**src/rtl/wino_tile_scheduler.sv**
```systemverilog
// rtl/wino_tile_scheduler.sv - Winograd PE-array edge sequencer for one layer pass
module wino_tile_scheduler #(
  parameter int ADDR_W = 8,
  parameter int CNT_W  = 16
) (
  input  logic              clk,
  input  logic              reset,
  input  logic              start_i,
  input  logic [ADDR_W-1:0] cfg_block_cnt_i,
  input  logic [ADDR_W-1:0] cfg_od_cnt_i,
  input  logic              cfg_size_type_i,
  input  logic              stall_i,
  output logic              data_rd_en_o,
  output logic [ADDR_W-1:0] data_rd_addr_o,
  output logic              wt_rd_en_o,
  output logic [ADDR_W-1:0] wt_rd_addr_o,
  output logic              pe_data_valid_o,
  output logic [ADDR_W-1:0] pe_data_addr_o,
  output logic              pe_size_type_o,
  output logic [ADDR_W-1:0] pe_block_cnt_o,
  output logic              pe_weight_valid_o,
  output logic [ADDR_W-1:0] pe_weight_od_o,
  input  logic              result_valid_i,
  output logic              busy_o,
  output logic              done_o
);

  typedef enum logic [1:0] {
    S_IDLE  = 2'd0,
    S_ISSUE = 2'd1,
    S_DRAIN = 2'd2,
    S_DONE  = 2'd3
  } state_t;

  state_t            r_state;
  logic [ADDR_W-1:0] r_blk;
  logic [ADDR_W-1:0] r_od;
  logic [ADDR_W-1:0] r_block_cnt;
  logic [ADDR_W-1:0] r_od_cnt;
  logic              r_size_type;
  logic [CNT_W-1:0]  r_issued;
  logic [CNT_W-1:0]  r_rcvd;
  logic [CNT_W-1:0]  r_total;
  logic              r_pe_valid;
  logic [ADDR_W-1:0] r_pe_data_addr;
  logic [ADDR_W-1:0] r_pe_wt_od;

  logic              w_issue;
  logic              w_last_blk;
  logic              w_last_issue;
  logic              w_count_result;
  logic [CNT_W-1:0]  w_rcvd_next;

  // A read pair goes out every ISSUE cycle that is not held off by backpressure.
  assign w_issue        = (r_state == S_ISSUE) && !stall_i;
  assign w_last_blk     = (r_blk == r_block_cnt - ADDR_W'(1));
  assign w_last_issue   = w_last_blk && (r_od == r_od_cnt - ADDR_W'(1));
  // Results only count while a pass is actually in flight.
  assign w_count_result = result_valid_i && ((r_state == S_ISSUE) || (r_state == S_DRAIN));
  assign w_rcvd_next    = r_rcvd + CNT_W'(w_count_result);

  // Buffer read strobes are combinational so the data lands one cycle later.
  assign data_rd_en_o   = w_issue;
  assign wt_rd_en_o     = w_issue;
  assign data_rd_addr_o = w_issue ? r_blk : '0;
  assign wt_rd_addr_o   = w_issue ? r_od : '0;

  assign pe_data_valid_o   = r_pe_valid;
  assign pe_weight_valid_o = r_pe_valid;
  assign pe_data_addr_o    = r_pe_data_addr;
  assign pe_weight_od_o    = r_pe_wt_od;
  assign pe_size_type_o    = r_size_type;
  assign pe_block_cnt_o    = r_block_cnt;
  assign busy_o            = (r_state != S_IDLE);
  assign done_o            = (r_state == S_DONE);

  // Pass sequencer: config latch, (od, blk) walk, PE sideband pipeline and result accounting.
  always_ff @(posedge clk) begin
    if (reset) begin
      r_state        <= S_IDLE;
      r_blk          <= '0;
      r_od           <= '0;
      r_block_cnt    <= '0;
      r_od_cnt       <= '0;
      r_size_type    <= 1'b0;
      r_issued       <= '0;
      r_rcvd         <= '0;
      r_total        <= '0;
      r_pe_valid     <= 1'b0;
      r_pe_data_addr <= '0;
      r_pe_wt_od     <= '0;
    end else begin
      r_pe_valid     <= w_issue;
      r_pe_data_addr <= w_issue ? r_blk : '0;
      r_pe_wt_od     <= w_issue ? r_od : '0;
      case (r_state)
        S_IDLE: begin
          if (start_i) begin
            r_block_cnt <= cfg_block_cnt_i;
            r_od_cnt    <= cfg_od_cnt_i;
            r_size_type <= cfg_size_type_i;
            r_blk       <= '0;
            r_od        <= '0;
            r_issued    <= '0;
            r_rcvd      <= '0;
            r_total     <= CNT_W'(cfg_od_cnt_i) * CNT_W'(cfg_block_cnt_i);
            if ((cfg_block_cnt_i == '0) || (cfg_od_cnt_i == '0)) begin
              r_state <= S_DONE;
            end else begin
              r_state <= S_ISSUE;
            end
          end
        end
        S_ISSUE: begin
          r_rcvd <= w_rcvd_next;
          if (w_issue) begin
            r_issued <= r_issued + CNT_W'(1);
            if (w_last_blk) begin
              r_blk <= '0;
              r_od  <= r_od + ADDR_W'(1);
            end else begin
              r_blk <= r_blk + ADDR_W'(1);
            end
            if (w_last_issue) begin
              r_state <= S_DRAIN;
            end
          end
        end
        S_DRAIN: begin
          r_rcvd <= w_rcvd_next;
          if (w_rcvd_next == r_total) begin
            r_state <= S_DONE;
          end
        end
        S_DONE: begin
          r_state <= S_IDLE;
        end
        default: begin
          r_state <= S_IDLE;
        end
      endcase
    end
  end

endmodule

```
**config.mk**
```make
export PLATFORM = sky130hd
export DESIGN_NAME = wino_tile_scheduler
export DESIGN_NICKNAME = d
export VERILOG_FILES = /design/src/rtl/wino_tile_scheduler.sv
export SDC_FILE = /design/constraint.sdc
export NUM_CORES = 1
export LEC_CHECK = 0
export ABC_CLOCK_PERIOD_IN_PS = 5600
export BUFFER_PORTS_ARGS = -buffer_cell sky130_fd_sc_hd__buf_2
export CAP_MARGIN = 20
export CORE_UTILIZATION = 53
export DETAILED_ROUTE_END_ITERATION = 10
export GPL_TIMING_DRIVEN = 0
export PLACE_DENSITY = 0.83
export SLEW_MARGIN = 0
export SYNTH_ARGS = -nofsm -noshare
export SYNTH_HDL_FRONTEND = slang
export SYNTH_SLANG_ARGS = --single-unit
export TNS_END_PERCENT = 100
```
**constraint.sdc**
```tcl
create_clock -name clk -period 5.6 [get_ports clk]
set_input_delay 0.56 -clock clk [delete_from_list [all_inputs] [get_ports clk]]
set_output_delay 0.56 -clock clk [all_outputs]
set_load 0.01 [all_outputs]
```
==> results of run 1 <==
## critical path: stages
cell      delay [ps]
clkbuf_1         380
and2_1           240
fa_1             420
fa_1             520
fa_1             540
inv_1             60
fa_1             530
inv_1             50
ha_1             340
or3_1            380
o21ai_0          120
a21oi_1          100
a211oi_1         330
nor3_1           110
nor3_1           180
## cell type report
class | count | area share (%)
Buffer | 53 | 2.99
Clock buffer | 10 | 3.25
Clock inverter | 5 | 0.833
Inverter | 65 | 3.32
Multi-Input combinational cell | 609 | 60.3
Sequential cell | 84 | 22.9
Tap cell | 168 | 2.86
Timing Repair Buffer | 53 | 3.61
## sequential cells by signal, indices dropped and copies added, names as in the netlist
| signal | cells |
|---|---|
| pe_data_addr_o | 8 |
| r_total | 16 |
| r_od_cnt | 8 |
| pe_block_cnt_o | 8 |
| pe_weight_od_o | 8 |
| pe_data_valid_o | 1 |
| r_state | 2 |
| r_blk | 8 |
| r_rcvd | 16 |
| pe_size_type_o | 1 |
| r_od | 8 |
## power groups by stage
stage               Combinational (µW)  Clock (µW)  Sequential [µW]
finish                            1360         608              741
global route                      1550         630              750
CTS                               1360         608              740
detailed placement                1350           0              753
global placement                  1310           0              751
floorplan                         1050           0              739
## cells in the final DEF (no fill, tap or decap), types with 3 or more instances in the layout
| cell | count |
|---|---|
| nand4_1 | 10 |
| dfxtp_1 | 84 |
| nand2_1 | 92 |
| ha_1 | 47 |
| o31ai_1 | 3 |
| fa_1 | 36 |
| nor2b_1 | 9 |
| a211oi_1 | 9 |
| a31oi_1 | 6 |
| a22oi_1 | 6 |
| o21a_1 | 4 |
| clkbuf_1 | 43 |
| o21ai_0 | 25 |
| buf_2 | 57 |
| and2_1 | 63 |
| nor3_1 | 23 |
| xnor2_1 | 43 |
| clkbuf_16 | 9 |
| nand2b_1 | 4 |
| a21o_1 | 3 |
| nor2_2 | 7 |
| a2111oi_2 | 4 |
| a21oi_1 | 46 |
| and3_1 | 21 |
| or3_1 | 9 |
| nand3_1 | 22 |
| inv_1 | 65 |
| nor4_1 | 9 |
| xor2_1 | 19 |
| nor2_1 | 49 |
| clkinvlp_4 | 3 |
## metal layers
layer | vias to the layer above | track usage, % | routed length [µm]
met5 | - | 0 | 0
met4 | 0 | 10.4 | 439
met3 | 41 | 3.61 | 728
met2 | 198 | 44.9 | 7480
met1 | 2755 | 30.8 | 6560
li1 | 2838 | - | -
## stage by stage
stage | setup WS [ps] | hold slack, ps | cells
2_1_floorplan | 1090 | 444 | 811
5_1_grt | 717 | 480 | 1047
4_1_cts | 987 | 471 | 1047
3_5_place_dp | 638 | 463 | 1032
6_report | 1010 | 468 | 1047
3_3_place_gp | 663 | 459 | 1032
## worst min path at each step
stage,start,endpoint,slack [ps]
after floorplan,r_total[9]$_SDFFE_PP0P_,r_total[9]$_SDFFE_PP0P_,440
after global placement,r_od_cnt[1]$_SDFFE_PP0P_,r_od_cnt[1]$_SDFFE_PP0P_,460
after detailed placement,r_total[11]$_SDFFE_PP0P_,r_total[11]$_SDFFE_PP0P_,460
after CTS,r_od_cnt[1]$_SDFFE_PP0P_,r_od_cnt[1]$_SDFFE_PP0P_,470
after global routing,cfg_size_type_i,pe_size_type_o$_SDFFE_PP0P_,480
final,r_od_cnt[1]$_SDFFE_PP0P_,r_od_cnt[1]$_SDFFE_PP0P_,470
## logic make-up after synthesis
| kind of cell | after synthesis |
|---|---|
| flops | 84 |
| fa+ha+maj | 83 |
| mux | 1 |
| xor+xnor | 62 |
| buf+inv | 118 |
| compound gates | 131 |
| simple gates | 332 |
==> impl_metrics.ini, run 1 <==
[outcome]
status = finished, final reports clean

[placement]
dp_hpwl_mm = 11.5
dpl-instance-area_um2 = 7060
gp_congestion = 0.877
io_buffer_count = 53

[floorplanning]
ios = 69
die-height_um = 113
num_rows = 40
start_util_pct = 54.6
core_um2 = 12100
die_w_um = 113
die-area_um2 = 12900

[sta]
finalClockSkew_ps = 7.04
slew_violations = 0
hold_viol = 0
max_freq_ghz = 0.218
setup_viol = 0
rsz0062_at_grt = no
tightestPinTransition_ps = 657
period_minus_slack_ps = 4590
tns_ps = 0
fin_crit_sh_pct = 81.9
slew_headroom_pct = 56.0

[finish]
multiInputGateArea_um2 = 4430
final_util_pct = 61.0
nets = 980
layout-drive-gt1-share_pct = 11.1
insertedDiodeCount = 0
fin_area_um2 = 7360
nFillCells = 1093
ff_latch_area_um2 = 1680
syn_to_final_growth_pct = 11.8

[pwr]
p_int_uw = 1560
power_switching_uw = 1150
combPwrFrac_pct = 50.2
p_leak_uw = 0.00322
power_density_nw_per_um2 = 369
p_seq_share_pct = 27.3
swShare_pct = 42.3
max-vdd-ir-drop_mv = 0.156
power_uw = 2710
clkPwrFrac_pct = 22.4

[critical_path]
worstRegToRegCells = 11
endpoint = r_total[15]$_SDFFE_PP0P_
crit_path_start = cfg_block_cnt_i[7]
r2r_end = r_state[1]$_SDFFE_PP0P_
critPathLaunchType = primary input
cp.required_ps = 5870
r2r-start = r_state[1]$_SDFFE_PP0P_
crit_path_max_fanout = 10
cp-end-kind = flip-flop
r2r_setup_slack_ps = 2100
critical_path_class = primary input to flip-flop
arrival_ps = 4850

[logic_synthesis]
synth.area.mux_share_pct = 0.171
yosys.area_share.simple_pct = 25.9
synthAdderAreaFrac_pct = 19.9
synth_top_area_cell = dfxtp_1
syn_inst = 811
synth_cell_type_count = 64
ys_top_cells_by_area = dfxtp_1, fa_1, ha_1, and2_1, xnor2_1
synth_fp_nets = 916
syn_area_um2 = 6580
syn_avg_cell_area_um2 = 8.11
synth_compound_area_share_pct = 13.2
synth_top_area_share_pct = 25.6
ys_ff_latch = 84
async_flop_share_pct = 0
synth_most_common_cell = nand2_1
synth-seq-area-share_pct = 25.6
ys.warnings.count = 0
synth-edff-count = 0
synth_top_family_by_area = simple AND/OR/NAND/NOR gates
dominantRegCellSynth = dfxtp_1
synth_commonest_cells = nand2_1, dfxtp_1, inv_1
synth-xor-area-share_pct = 8.25

[clocking]
clk_pin_slew_ps = 60
clkLatencyLatePin_ps = 340
cts_sinks = 84
clock_tree.buffer_depth = 2
hold_buffers = 0
cts_tree = done
cts.repair.resized = 0
postCtsSetupBuffers = 0
htreeDepth = 3
cts_root_buf = clkbuf_16
numCtsBuffers = 9

[global_route]
grt_pass1_wl_mm = 26.0
grt_pass1_vias = 5649
grt_overflow_total = 0
track_usage_pct = 25.3
antenna_found_initial = 0
grt_max_degree = 15

[drt]
drt-initial-drc-count = 392
drc = 0
routed_wl_mm = 15.2
drt_first_pass_iters = 6
ant_nets = 0
num_vias = 5832
viasPerCell = 5.57
wire_per_inst_um = 14.5

[min_path]
hold_class = flip-flop to flip-flop
holdPathStages = 2

[flow_run]
max_cap_violations = 0
(Power assumes the default switching activity.)
==> run 2: changes to the inputs <==
--- a/config.mk
+++ b/config.mk
@@ -5,7 +5,7 @@
 export SDC_FILE = /design/constraint.sdc
 export NUM_CORES = 1
 export LEC_CHECK = 0
-export ABC_CLOCK_PERIOD_IN_PS = 5600
+export ABC_CLOCK_PERIOD_IN_PS = 4310
 export BUFFER_PORTS_ARGS = -buffer_cell sky130_fd_sc_hd__buf_2
 export CAP_MARGIN = 20
 export CORE_UTILIZATION = 53
==> constraint.sdc (replaced) <==
create_clock -name clk -period 4.31 [get_ports clk]
set_input_delay 0.431 -clock clk [delete_from_list [all_inputs] [get_ports clk]]
set_output_delay 0.431 -clock clk [all_outputs]
set_load 0.01 [all_outputs]
==> impl_metrics.ini, run 2 (same netlist as run 1, synthesis figures left out) <==
[outcome]
status = finished, final reports clean

[min_path]
hold_class = primary input to flip-flop

[finish]
syn_to_final_growth_pct = 12.6
layout_common_cells = nand2_1, dfxtp_1, buf_2, inv_1, and2_1
layout_commonest_cell = nand2_1
biggestRegsByFlops = r_rcvd (16), r_total (16)
final_cells = 1048
final_util_pct = 61.5
insertedDiodeCount = 0
nets = 980
layout-drive-gt1-share_pct = 13.5

[flow_run]
max_cap_violations = 0

[sta]
finalClockSkew_ps = 8.70
fin_crit_sh_pct = 95.6
setup_viol = 0
tns_ps = 0
slew_headroom_pct = 50.2
max_freq_ghz = 0.243
slew_violations = 0
period_minus_slack_ps = 4120
hold_viol = 0
tightestPinTransition_ps = 744

[clocking]
clock_tree.buffer_depth = 2
clkLatencyLatePin_ps = 340
numCtsBuffers = 9
cts_tree = done
postCtsSetupBuffers = 0
cts_sinks = 84
clk_pin_slew_ps = 60
htreeDepth = 3
cts_root_buf = clkbuf_16

[global_route]
grt_overflow_total = 0
grt_max_degree = 15
antenna_found_initial = 0
grt_pass1_vias = 5539
track_usage_pct = 25.0
grt_pass1_wl_mm = 25.8

[critical_path]
cp_common_cell = fa_1
r2r_end = r_state[1]$_SDFFE_PP0P_
crit_chain = buf_2 > and2_4 > fa_1 > fa_1 > fa_1 > inv_1 > fa_1 > inv_1 > ha_4 > or3_1 > o21ai_0 > a21oi_2 > a211oi_2 > xor2_1 > o31ai_1
critical_path_class = primary input to flip-flop
crit_path_max_fanout = 10
cp.required_ps = 4520
critPathLaunchType = primary input
slowest_delay_ps = 560
slowest_stage = fa_1
r2r_setup_slack_ps = 810
cp-end-kind = flip-flop
arrival_ps = 4330
crit_path_start = cfg_block_cnt_i[4]
endpoint = r_total[13]$_SDFFE_PP0P_
r2r-start = r_state[1]$_SDFFE_PP0P_
worstRegToRegCells = 12

[placement]
io_buffer_count = 53
placed_cells_incl_taps = 1032
gp_congestion = 0.871
dp_hpwl_mm = 11.4

[pwr]
power_uw = 3550
max-vdd-ir-drop_mv = 0.228
power_density_nw_per_um2 = 479
p_leak_uw = 0.00326

[floorplanning]
start_util_pct = 54.6
core_um2 = 12100
die-height_um = 113
num_rows = 40
die-area_um2 = 12900
die_w_um = 113
ios = 69

[drt]
drt-initial-drc-count = 422
num_vias = 5788
wire_per_inst_um = 14.4
routed_wl_mm = 15.1
viasPerCell = 5.52
drc = 0
ant_nets = 0
drt_first_pass_iters = 5
-- run 2: cell count changes in the layout (fill, tap and decap cells not counted), moves of 2 or more --
cell      previous run  this run
clkbuf_1            43        31
a211oi_1             9         7
a211oi_2             0         2
clkbuf_2             1         3
buf_2               57        66
and2_4               0         2
and2_1              63        61
-- run 2: worst max-delay path: cells and delay by family --
family | cells | cell delay [ps]
fa+ha+maj | 5 | 2360
simple gates | 2 | 540
compound gates | 4 | 520
buf+inv | 3 | 270
xor+xnor | 1 | 210
-- run 2: report_power, final --
part | internal [µW] | switching (µW) | total, µW
sequential | 871 | 97.8 | 968
combinational | 732 | 1110 | 1840
clock | 422 | 322 | 744
-- run 2: worst min path at each step --
| stage | from | to | slack, ps | cells after the start |
|---|---|---|---|---|
| 6_report | cfg_size_type_i | pe_size_type_o$_SDFFE_PP0P_ | 380 | 3 |
| 5_1_grt | cfg_size_type_i | pe_size_type_o$_SDFFE_PP0P_ | 380 | 3 |
| 4_1_cts | cfg_size_type_i | pe_size_type_o$_SDFFE_PP0P_ | 370 | 3 |
| 3_5_place_dp | r_od_cnt[1]$_SDFFE_PP0P_ | r_od_cnt[1]$_SDFFE_PP0P_ | 460 | 2 |
| 3_3_place_gp | r_od_cnt[1]$_SDFFE_PP0P_ | r_od_cnt[1]$_SDFFE_PP0P_ | 460 | 2 |
| 2_1_floorplan | r_total[9]$_SDFFE_PP0P_ | r_total[9]$_SDFFE_PP0P_ | 440 | 2 |
-- run 2: metrics by stage --
step	worst slack, ps	hold WS (ps)	instance area [µm²]
2_1_floorplan	9.08	444	6600
6_report	191	376	7410
3_5_place_dp	-540	460	7070
5_1_grt	-16.8	375	7410
4_1_cts	11.5	365	7370
3_3_place_gp	-464	459	7070
-- run 2: final cells by class --
cell class,instances,area [µm²]
flip-flops and latches,84,1680
repair buffers,53,265
multi-input cells,609,4480
clock inverters,5,36.3
well taps,168,210
inverters,65,244
clock buffers,11,253
fillers,1030,4650
plain buffers,53,238
-- run 2: layer usage --
metal | up-vias | track usage [%] | routed length [µm]
met4 | 0 | 12.3 | 470
met2 | 173 | 44.8 | 7570
met5 | - | 0 | 0
li1 | 2850 | - | -
met3 | 36 | 3.19 | 578
met1 | 2729 | 29.4 | 6440
-- run 2: what timing repair did --
action	CTS	global route
endpoints found under the setup margin	4	5
hold buffers	0	0
pin swaps	0	4
gates resized for setup	9	21
==> run 3: changes to the inputs <==
--- a/config.mk
+++ b/config.mk
@@ -8,10 +8,12 @@
 export ABC_CLOCK_PERIOD_IN_PS = 4310
 export BUFFER_PORTS_ARGS = -buffer_cell sky130_fd_sc_hd__buf_2
 export CAP_MARGIN = 20
-export CORE_UTILIZATION = 53
+export CELL_PAD_IN_SITES_DETAIL_PLACEMENT = 1
+export CELL_PAD_IN_SITES_GLOBAL_PLACEMENT = 2
+export CORE_UTILIZATION = 36
 export DETAILED_ROUTE_END_ITERATION = 10
 export GPL_TIMING_DRIVEN = 0
-export PLACE_DENSITY = 0.83
+export PLACE_DENSITY = 0.91
 export SLEW_MARGIN = 0
 export SYNTH_ARGS = -nofsm -noshare
 export SYNTH_HDL_FRONTEND = slang
==> impl_metrics.ini, run 3 (same netlist as run 1, synthesis figures left out) <==
[placement]
dp_hpwl_mm = 13.8
io_buffer_count = 53
placed_cells_incl_taps = 1093
gp_congestion = 0.816

[clocking]
clock_tree.buffer_depth = 2
htreeDepth = 3
numCtsBuffers = 9
cts_sinks = 84
hold_buffers = 0
clkLatencyLatePin_ps = 340
cts_root_buf = clkbuf_16
clk_pin_slew_ps = 60
cts_tree = done
postCtsSetupBuffers = 0

[global_route]
grt_pass1_wl_mm = 29.2
track_usage_pct = 19.9
grt_use_met1_pct = 24.1
grtUsageMet3_pct = 2.50
grt_pass1_vias = 5985
grt_overflow_total = 0
grt_max_degree = 16
met2_usage_pct = 36.7
busiest_layer = met2
antenna_found_initial = 0

[finish]
insertedDiodeCount = 0
multiInputGateArea_um2 = 4500
ff_latch_area_um2 = 1680
final_util_pct = 41.8
layout_commonest_cell = nand2_1
nets = 980
nFillCells = 2181
layout-drive-gt1-share_pct = 13.6
final_cells = 1109
syn_to_final_growth_pct = 14.1
layout_common_cells = nand2_1, dfxtp_1, inv_1, and2_1, buf_2
biggestRegsByFlops = r_rcvd (16), r_total (16)

[pwr]
max-vdd-ir-drop_mv = 0.181
clkPwrFrac_pct = 20.2
p_int_uw = 2020
power_switching_uw = 1580
combPwrFrac_pct = 53.0
swShare_pct = 43.8
p_leak_uw = 0.00326
power_density_nw_per_um2 = 480
p_seq_share_pct = 26.8

[outcome]
status = finished, final reports clean

[critical_path]
slowest_delay_ps = 550
critical_path_class = primary input to flip-flop
crit_chain = clkbuf_2 > and2_1 > fa_1 > fa_1 > fa_1 > inv_1 > fa_1 > inv_1 > ha_4 > or3_1 > o21ai_2 > a21oi_2 > a211oi_2 > xor2_1 > o31ai_1
cp-end-kind = flip-flop
cp.required_ps = 4520
cp_common_cell = fa_1
critPathLaunchType = primary input
slowest_stage = fa_1
crit_path_max_fanout = 10
arrival_ps = 4380

[floorplanning]
start_util_pct = 36.6
die-area_um2 = 18800
num_rows = 49
core_um2 = 18000
ios = 69
die-height_um = 137
die_w_um = 137

[drt]
routed_wl_mm = 17.4
wire_per_inst_um = 15.7
drt_first_pass_iters = 4
drt-initial-drc-count = 240
drc = 0
ant_nets = 0
viasPerCell = 5.15
num_vias = 5714

[sta]
setup_viol = 0
max_freq_ghz = 0.240
slew_violations = 0
hold_ws_ps = 342
finalClockSkew_ps = 6.37
period_minus_slack_ps = 4180
tightestPinTransition_ps = 790
fin_crit_sh_pct = 96.9
slew_headroom_pct = 47.1
hold_viol = 0
rsz0062_at_grt = no

[min_path]
hold_class = primary input to flip-flop

[flow_run]
max_cap_violations = 0
[run 3: changes by cell type in the layout (fill, tap and decap cells not counted), moves of 2 or more]
cell	change
buf_2	-9
clkbuf_4	+5
clkbuf_2	+4
clkbuf_8	-2
clkinv_4	+2
[run 3: what timing repair did]
item,4_1_cts,5_1_grt
gates resized for setup,11,22
pin swaps,0,2
setup endpoints to repair,4,6
[run 3: area by class of cell]
class | instances | area share, %
Multi-Input combinational cell | 609 | 60.0
Sequential cell | 84 | 22.4
Tap cell | 229 | 3.82
Timing Repair Buffer | 53 | 3.53
Buffer | 53 | 3.33
Inverter | 65 | 3.25
Clock buffer | 10 | 3.05
Clock inverter | 6 | 0.666
[run 3: worst paths after layout]
check / startpoint / endpoint / slack [ps] / cells after the start
worst min register to register: r_total[11]$_SDFFE_PP0P_ / r_total[11]$_SDFFE_PP0P_ / 470 / 2
worst max-delay path: cfg_block_cnt_i[4] / r_total[13]$_SDFFE_PP0P_ / 130 / 15
worst max register to register: r_state[1]$_SDFFE_PP0P_ / r_state[1]$_SDFFE_PP0P_ / 620 / 11
worst min-delay path: cfg_size_type_i / pe_size_type_o$_SDFFE_PP0P_ / 340 / 3
[run 3: worst max-delay path: cells and delay by family]
| family | cells | cell delay [ps] |
|---|---|---|
| fa+ha+maj | 5 | 2340 |
| compound gates | 4 | 500 |
| buf+inv | 3 | 300 |
| xor+xnor | 1 | 210 |
| simple gates | 2 | 590 |
[run 3: power by group through the flow]
| stage | Clock (µW) | Sequential [µW] | Combinational, µW |
|---|---|---|---|
| detailed placement | 0 | 982 | 1840 |
| CTS | 753 | 966 | 1860 |
| global placement | 0 | 980 | 1810 |
| global route | 783 | 977 | 2170 |
| floorplan | 0 | 960 | 1380 |
| finish | 729 | 965 | 1910 |
[run 3: layer usage]
| metal | share of wire, % | vias up |
|---|---|---|
| met5 | 0 | - |
| met4 | 1.4 | 0 |
| met3 | 2.6 | 17 |
| met2 | 50 | 78 |
| met1 | 46 | 2772 |
| li1 | - | 2847 |
[run 3: stage by stage]
stage | instance area, µm² | worst slack [ps] | power, µW | setup TNS, ps
final | 7510 | 135 | 3600 | 0
after global routing | 7510 | 22.3 | 3930 | 0
after CTS | 7450 | 27.0 | 3580 | 0
after detailed placement | 7150 | -561 | 2820 | -2830
after global placement | 7150 | -520 | 2790 | -2450
after floorplan | 6600 | 9.08 | 2340 | 0
